==> config.mk <==
export PLATFORM = sky130hd
export DESIGN_NAME = cordic_vec_seq
export DESIGN_NICKNAME = d
export VERILOG_FILES = /design/src/rtl/cordic_pkg.sv /design/src/rtl/cordic_atan_rom.sv /design/src/rtl/cordic_vec_seq.sv
export SDC_FILE = /design/constraint.sdc
export NUM_CORES = 1
export LEC_CHECK = 0
export CAP_MARGIN = 30
export CORE_ASPECT_RATIO = 1.75
export CORE_MARGIN = 10
export CORE_UTILIZATION = 31
export DETAILED_ROUTE_END_ITERATION = 7
export GPL_TIMING_DRIVEN = 1
export SYNTH_ARGS = -nofsm -noshare
export SYNTH_HDL_FRONTEND = slang
export SYNTH_SLANG_ARGS = --single-unit
==> constraint.sdc <==
create_clock -name clock -period 2.45 [get_ports clock]
set_clock_uncertainty 0.15 [all_clocks]
set_input_delay 0.49 -clock clock [delete_from_list [all_inputs] [get_ports clock]]
set_output_delay 0.49 -clock clock [all_outputs]
set_load 0.1 [all_outputs]
==> src/rtl/cordic_pkg.sv <==
// Shared types and constants for the iterative CORDIC vectoring sequencer.
// ATAN_TBL is present only when CORDIC_ANGLE_ACC_EN is defined.
package cordic_pkg;

    typedef enum logic [1:0] {
        IDLE = 2'd0,
        ROT  = 2'd1,
        DONE = 2'd2
    } state_t;

    localparam int unsigned LAT_ROT_DEF = 3;

`ifdef CORDIC_ANGLE_ACC_EN
    // round(atan(2^-i) * 2^15 / pi), binary angle with pi = 2^15
    localparam int unsigned ATAN_N = 16;
    localparam logic [15:0] ATAN_TBL [ATAN_N] = '{
        16'd8192, 16'd4836, 16'd2555, 16'd1297, 16'd651, 16'd326, 16'd163, 16'd81,
        16'd41,   16'd20,   16'd10,   16'd5,    16'd3,   16'd1,   16'd1,   16'd0
    };
`endif

endpackage

==> src/rtl/cordic_atan_rom.sv <==
// Micro-rotation angle lookup: iteration index -> atan(2^-i) scaled to ASIZE bits.
// Only built when CORDIC_ANGLE_ACC_EN is defined.
`ifdef CORDIC_ANGLE_ACC_EN
module cordic_atan_rom
    import cordic_pkg::*;
#(
    parameter int unsigned ASIZE = 16
) (
    input  logic [7:0]       idx,
    output logic [ASIZE-1:0] angle
);

    logic [15:0] tbl;

    always_comb begin
        tbl = '0;
        case (idx)
            8'd0:    tbl = ATAN_TBL[0];
            8'd1:    tbl = ATAN_TBL[1];
            8'd2:    tbl = ATAN_TBL[2];
            8'd3:    tbl = ATAN_TBL[3];
            8'd4:    tbl = ATAN_TBL[4];
            8'd5:    tbl = ATAN_TBL[5];
            8'd6:    tbl = ATAN_TBL[6];
            8'd7:    tbl = ATAN_TBL[7];
            8'd8:    tbl = ATAN_TBL[8];
            8'd9:    tbl = ATAN_TBL[9];
            8'd10:   tbl = ATAN_TBL[10];
            8'd11:   tbl = ATAN_TBL[11];
            8'd12:   tbl = ATAN_TBL[12];
            8'd13:   tbl = ATAN_TBL[13];
            8'd14:   tbl = ATAN_TBL[14];
            8'd15:   tbl = ATAN_TBL[15];
            default: tbl = '0;
        endcase
    end

    // Table is stored in 16-bit format; rescale to the configured angle width
    if (ASIZE >= 16) begin : g_wide
        assign angle = ASIZE'(tbl) << (ASIZE - 16);
    end else begin : g_narrow
        assign angle = ASIZE'((32'(tbl) + (32'd1 << (15 - ASIZE))) >> (16 - ASIZE));
    end

endmodule
`endif

==> src/rtl/cordic_vec_seq.sv <==
// Iterative CORDIC vectoring sequencer driving external master/slaver rotation stages.
// Optional angle accumulator and out_angle port enabled by CORDIC_ANGLE_ACC_EN.
module cordic_vec_seq
    import cordic_pkg::*;
#(
`ifdef CORDIC_ANGLE_ACC_EN
    parameter int unsigned ASIZE   = 16,
`endif
    parameter int unsigned DSIZE   = 16,
    parameter int unsigned ITER    = 12,
    parameter int unsigned LAT_ROT = LAT_ROT_DEF
) (
    input  logic                    clock,
    input  logic                    rst_n,
    input  logic                    in_valid,
    output logic                    in_ready,
    input  logic signed [DSIZE-1:0] in_x,
    input  logic signed [DSIZE-1:0] in_y,
    output logic                    out_valid,
    input  logic                    out_ready,
    output logic signed [DSIZE-1:0] out_x,
    output logic signed [DSIZE-1:0] out_y,
`ifdef CORDIC_ANGLE_ACC_EN
    output logic        [ASIZE-1:0] out_angle,
`endif
    output logic signed [DSIZE-1:0] mst_din,
    output logic signed [DSIZE-1:0] mst_delta,
    output logic signed [DSIZE-1:0] slv_din,
    output logic signed [DSIZE-1:0] slv_delta,
    output logic                    mst_dir,
    output logic                    slv_dir,
    input  logic                    mst_exec,
    input  logic signed [DSIZE-1:0] mst_dout,
    input  logic signed [DSIZE-1:0] slv_dout
);

    localparam int unsigned IW = (ITER > 1) ? $clog2(ITER) : 1;
    localparam int unsigned WW = (LAT_ROT > 0) ? $clog2(LAT_ROT + 1) : 1;

    state_t                 state, state_nxt;
    logic signed [DSIZE-1:0] x, y;
    logic [IW-1:0]          i;
    logic [WW-1:0]          wait_cnt;
    logic                   accept_c, sample_c, last_c;

    assign accept_c = (state == IDLE) && in_valid;
    assign sample_c = (state == ROT) && (wait_cnt == WW'(LAT_ROT));
    assign last_c   = sample_c && (i == IW'(ITER - 1));

    // Stage operands follow the working registers; held for LAT_ROT+1 cycles per step
    assign mst_din   = y;
    assign mst_delta = x >>> i;
    assign slv_din   = x;
    assign slv_delta = y >>> i;
    assign mst_dir   = ~(x[DSIZE-1] ^ y[DSIZE-1]);
    assign slv_dir   = ~mst_dir;

    always_ff @(posedge clock or negedge rst_n) begin
        if (!rst_n) state <= IDLE;
        else        state <= state_nxt;
    end

    always_comb begin
        state_nxt = state;
        case (state)
            IDLE:    if (in_valid)  state_nxt = ROT;
            ROT:     if (last_c)    state_nxt = DONE;
            DONE:    if (out_ready) state_nxt = IDLE;
            default: state_nxt = IDLE;
        endcase
    end

    always_comb begin
        in_ready  = 1'b0;
        out_valid = 1'b0;
        case (state)
            IDLE:    in_ready  = 1'b1;
            DONE:    out_valid = 1'b1;
            default: ;
        endcase
    end

    // Working vector, iteration index and settle counter; results captured on last step
    always_ff @(posedge clock or negedge rst_n) begin
        if (!rst_n) begin
            x        <= '0;
            y        <= '0;
            i        <= '0;
            wait_cnt <= '0;
            out_x    <= '0;
            out_y    <= '0;
        end else if (accept_c) begin
            x        <= in_x[DSIZE-1] ? -in_x : in_x;
            y        <= in_x[DSIZE-1] ? -in_y : in_y;
            i        <= '0;
            wait_cnt <= '0;
        end else if (sample_c) begin
            x        <= slv_dout;
            y        <= mst_dout;
            i        <= i + IW'(1);
            wait_cnt <= '0;
            if (last_c) begin
                out_x <= slv_dout;
                out_y <= mst_dout;
            end
        end else if (state == ROT) begin
            wait_cnt <= wait_cnt + WW'(1);
        end
    end

`ifdef CORDIC_ANGLE_ACC_EN
    localparam logic [ASIZE-1:0] ANG_PI = {1'b1, {(ASIZE-1){1'b0}}};

    logic [ASIZE-1:0] angle, angle_nxt_c, atan_c;

    cordic_atan_rom #(.ASIZE(ASIZE)) u_atan_rom (
        .idx   (8'(i)),
        .angle (atan_c)
    );

    always_comb begin
        angle_nxt_c = angle;
        if (mst_exec) angle_nxt_c = mst_dir ? angle + atan_c : angle - atan_c;
    end

    // Angle starts at -pi when the input was pre-rotated into the right half-plane
    always_ff @(posedge clock or negedge rst_n) begin
        if (!rst_n) begin
            angle     <= '0;
            out_angle <= '0;
        end else if (accept_c) begin
            angle <= in_x[DSIZE-1] ? ANG_PI : '0;
        end else if (sample_c) begin
            angle <= angle_nxt_c;
            if (last_c) out_angle <= angle_nxt_c;
        end
    end
`else
    logic unused_exec;
    assign unused_exec = mst_exec;
`endif

endmodule
## After elaboration in Yosys (flattened, before gate mapping)

Index checks and enable logic that the tools add are counted.

- Add/sub/neg operators: 4
- Equality and inequality tests: 7
- Shift-type cells: 2
- Multiplexer cells: 17
- Bitwise gates (word level): 3
- Reduce and logical (&&, ||, !) cells: 8

Operators with widths:

| operator | number |
|---|---|
| 16-bit 2-to-1 mux | 6 |
| 16-bit negator | 2 |
| 16-bit by 4-bit >>> shifter with 16-bit output | 2 |
| 2-bit 2-to-1 mux | 6 |
| 4-bit 2-to-1 mux | 2 |
| 2-bit != test, second input constant | 3 |
| 2-bit case mux with 3 select lines | 1 |
| 3-bit AND reduction | 2 |
| 4-bit by 1-bit adder with 4-bit output, second input constant | 1 |
| 2-bit equality test, second input constant | 2 |
| 4-bit equality test, second input constant | 1 |
| 1-bit logical AND | 3 |
| 3-bit nonzero test | 1 |
| 2-bit by 1-bit adder with 2-bit output, second input constant | 1 |
| 2-bit by 1-bit equality test with 1-bit output, second input constant | 1 |
| 2-bit logical NOT | 1 |
| 1-bit 2-to-1 mux | 2 |
| 1-bit NOT | 2 |
| 2-bit nonzero test | 1 |
| 1-bit XOR | 1 |

- Register bits: 72
- Output and inout port bits: 100

## Depth between registers and ports, before layout

- Depth in word-level cells: 5
- Mapped depth: 7
- Mapped depth without buffers: 6

## Worst setup path after synthesis

Ideal clock, no wire load.

- Path kind: flip-flop to output port
- Start point: register x[15] (netlist: slv_din[15])
- End point: output mst_delta[0]
- Data arrival time: 3.792 ns
- Setup slack: -1.982 ns
- Stages on the path, launching flop included: 6
- Buffers on the path: 1
- Cell sequence: dfrtp_1 clkbuf_1 mux2i_1 mux2i_1 mux2i_1 o21ai_0

- Longest elaborated chain between the ends: 1

Ends and longest elaborated chain:

| item | RTL line | RTL |
|---|---|---|
| from (decl) | cordic_vec_seq.sv:41 | `logic signed [DSIZE-1:0] x, y;` |
| from (signal assigned) | cordic_vec_seq.sv:93 | `x <= in_x[DSIZE-1] ? -in_x : in_x;` |
| from (signal assigned) | cordic_vec_seq.sv:98 | `x <= slv_dout;` |
| 16-bit by 4-bit >>> shifter with 16-bit output | cordic_vec_seq.sv:52 | `assign mst_delta = x >>> i;` |
| to (decl) | cordic_vec_seq.sv:27 | `output logic signed [DSIZE-1:0] mst_delta,` |

No other way between the ends.

## Worst setup path in the final report

- Start point: register i[1]
- End point: output slv_delta[2]

- Longest elaborated chain between the ends: 1

Ends and longest elaborated chain:

| item | RTL line | RTL |
|---|---|---|
| from (decl) | cordic_vec_seq.sv:42 | `logic [IW-1:0] i;` |
| from (signal assigned) | cordic_vec_seq.sv:100 | `i <= i + IW'(1);` |
| 16-bit by 4-bit >>> shifter with 16-bit output | cordic_vec_seq.sv:54 | `assign slv_delta = y >>> i;` |
| to (decl) | cordic_vec_seq.sv:29 | `output logic signed [DSIZE-1:0] slv_delta,` |

No other way between the ends.

==> results.md <==
- Status: finished with violations
- Failing checks: setup timing
- Root Driver: clkbuf_16
- Area of the die: 0.02176 mm2
- Post-DP HPWL: 15,840 um
- R2R setup slack: 0.27 ns
- Post-synth EDFFs: 0
- Core area: 0.01588 mm2
- Antenna-violating nets left: 0
- Worst slew pin tran: 0.6682 ns
- Largest net degree at the start of global routing: 45
- Critical-path cell list: buf_6, buf_12, mux2_4, mux2i_4, mux2i_2, a221o_4, buf_12
- M1 GR Usage: 0.1892
- Post-synthesis xor/xnor area fraction: 0.04567
- Final setup margin: -0.3420 ns
- Post-route setup TNS: -7.418 ns
- Most frequent cells in the layout: buf_4, clkdlybuf4s50_1, nand2_1, mux2_2
- Vias in the first global route: 5,603
- Final nets: 837
- Die Wd: 115.9 um
- N_diodes: 0
- Critical path type: reg2out
- Total nets after synthesis: 609
- Netlist cell types: 54
- Endpoints failing setup: 30
- Vias per cell: 5.387
- Hold Vio Cnt, Final: 0
- GRT Util Overall: 0.1800
- R2R Path Start: i[1]
- Layout cell share with drive strength beyond 1: 0.4915
- Synth warn: 0
- CTS tree: done
- Vias: 5,161
- Crit path required time: 1.81 ns
- Main combinational cell family by area after synthesis: multiplexers
- Cell mode on critical path: buf_12
- Initial antenna violation count: 0
- Post-synth ARST share: 1.000
- CTS max path bufs: 2
- Global route overflow: 0
- Initial DRC Count: 250
- Synth Area in Simple Gates: 0.1669
- First-pass GRT wire length: 31,080 um
- DIE HEIGHT: 187.8 um
- GR peak layer: met2
- Register Area: 0.001867 mm2
- Slowest CP cell: dfrtp_2
- Clk_lat worst skew: 0.33 ns
- M3 GR Usage: 0.03739
- Placed Area: 0.007939 mm2
- CP max FO: 7
- Data arrival time of the critical path: 2.15 ns
- WL per Instance: 20.47 um
- Critical path startpoint category: flop
- Row cnt: 61
- Synthesized-area fraction occupied by adder cells: 0.01004
- RSZ-0062 raised after global routing: yes
- Area grow syn2layout: 72.37%
- Total CTS buffers: 9
- Sink Count: 72
- Max-cap violations: 0
- Multiplexer area fraction after synthesis: 0.2143
- Post-Synthesis Cell Area: 0.004986 mm2
- Critical path origin: i[1]
- CP Capture Type: primary output
- Hold Crit Class: in2async
- Yosys reg bits: 72
- Multi-input gate area: 0.003517 mm2
- WL final: 19,610 um
- Final worst path period share: 1.140
- Drt pass-1 iters: 4
- Complex-gate fraction of the synthesized area: 0.1561
- GPL Wtd Cong: 0.9010
- Rel. slew slack: 0.5536
- I/O Buffers: 167
- Maximum clock rate: 358.2 MHz
- Post-route DRC: 0
- Fin util: 0.5414
- Commonest non-fill, non-tap cell in the layout: buf_4
- Initial core utilization: 0.3141
- Seq/Total Area, Yosys: 0.3614
- Max incr delay on CP: 0.40 ns
- IO Pins: 169
- Syn_area_per_cell: 9.302 um2
- Fill cells: 1,411
- Final Cell Area: 0.008594 mm2
- Cells after Synth: 536
- Final Slew Violations: 0
- Clock slew at reported path FFs: 0.06 ns
- Final min period: 2.792 ns
- Top_reg_cell synth: dfrtp_1
- Met2 Use GR: 0.3245
- H-tree levels: 3
-- registers in the layout, summed over array words and instances, names as in the netlist --
signal and flops:
out_x 16, wait_cnt 2, state 2, mst_din 16, i 4, slv_din 16
out_y 16
-- routing by layer --
metal / routed length [um] / vias to the layer above
met5: 0 / -
met4: 834 / 0
li1: - / 2421
met2: 10700 / 183
met3: 1052 / 49
met1: 7027 / 2508
-- critical path, delay by kind of cell, from the launching register on --
family | cells | cell delay [ns]
DFF | 1 | 0.40
AOI/OAI and AO/OA | 1 | 0.38
muxes | 3 | 0.60
buffers and inverters | 3 | 0.44
-- kinds of logic (layout without fill, tap and decap cells) --
| family | Yosys count | after routing |
|---|---|---|
| simple gates | 171 | 171 |
| compound gates | 112 | 112 |
| mux | 96 | 96 |
| flops | 72 | 72 |
| buf+inv | 55 | 288 |
| xor+xnor | 26 | 26 |
| fa+ha+maj | 4 | 4 |
-- area by class of cell --
cell class | count | share of cell area
multi-input combinational | 409 | 0.4092
inverter | 10 | 0.005095
tap | 189 | 0.02751
clock buffer | 15 | 0.03115
sequential | 72 | 0.2172
clock inverter | 1 | 0.0005823
timing repair buffer | 262 | 0.3092
-- repair_timing --
action                                  4_1_cts  5_1_grt
pin swaps                                     5        2
hold buffers                                  0        0
endpoints found under the setup margin       32       31
cloned                                        1        0
resized for setup                            34       22
setup buffers                                16        0
-- synthesized netlist by cell type, types with 3 or more instances --
cell	number	share of area
or2_2	5	0.0063
or4_1	5	0.0075
a21o_1	3	0.0045
mux4_2	4	0.018
or3_1	5	0.0063
nor3_1	5	0.0050
a21oi_1	27	0.027
o31ai_1	7	0.011
a221o_1	8	0.016
inv_1	9	0.0068
o221ai_1	8	0.014
mux2_2	46	0.10
a22oi_1	8	0.012
nor2b_1	3	0.0038
a22o_1	3	0.0053
nor4_1	6	0.0075
o41ai_1	6	0.011
o21a_1	4	0.0060
a32o_1	3	0.0060
and3_1	21	0.026
nand2_1	66	0.050
xnor2_1	8	0.014
a211oi_1	3	0.0045
buf_2	11	0.011
mux2i_1	46	0.092
nand2b_1	5	0.0063
nand4_1	3	0.0038
xor2_1	18	0.032
o21ai_0	20	0.020
ha_1	4	0.010
clkbuf_1	28	0.021
nor2_1	36	0.027
dfrtp_1	72	0.36
buf_1	4	0.0030
-- per-stage QoR --
step                hold slack [ns]  setup WS [ns]  instances
floorplan                   0.04441        -0.3555        536
global placement             0.3262        -0.4224        925
detailed placement           0.3471        -0.4852        926
CTS                         0.01822        -0.3502        958
global route                0.04357        -0.4104        958
finish                     0.003841        -0.3420        958
-- path summary, 6_finish.rpt --
check / to / cells past startpoint
max: slv_delta[2] / 7
min: out_x[11] / 1
max reg2reg: out_y[8] / 9
min reg2reg: out_x[14] / 1
max in group asynchronous: mst_din[11] / 2
min in group clock: out_x[14] / 1
Power is not shown: default switching activity piles up to over one toggle a cycle in this logic, so the estimate is an artifact.
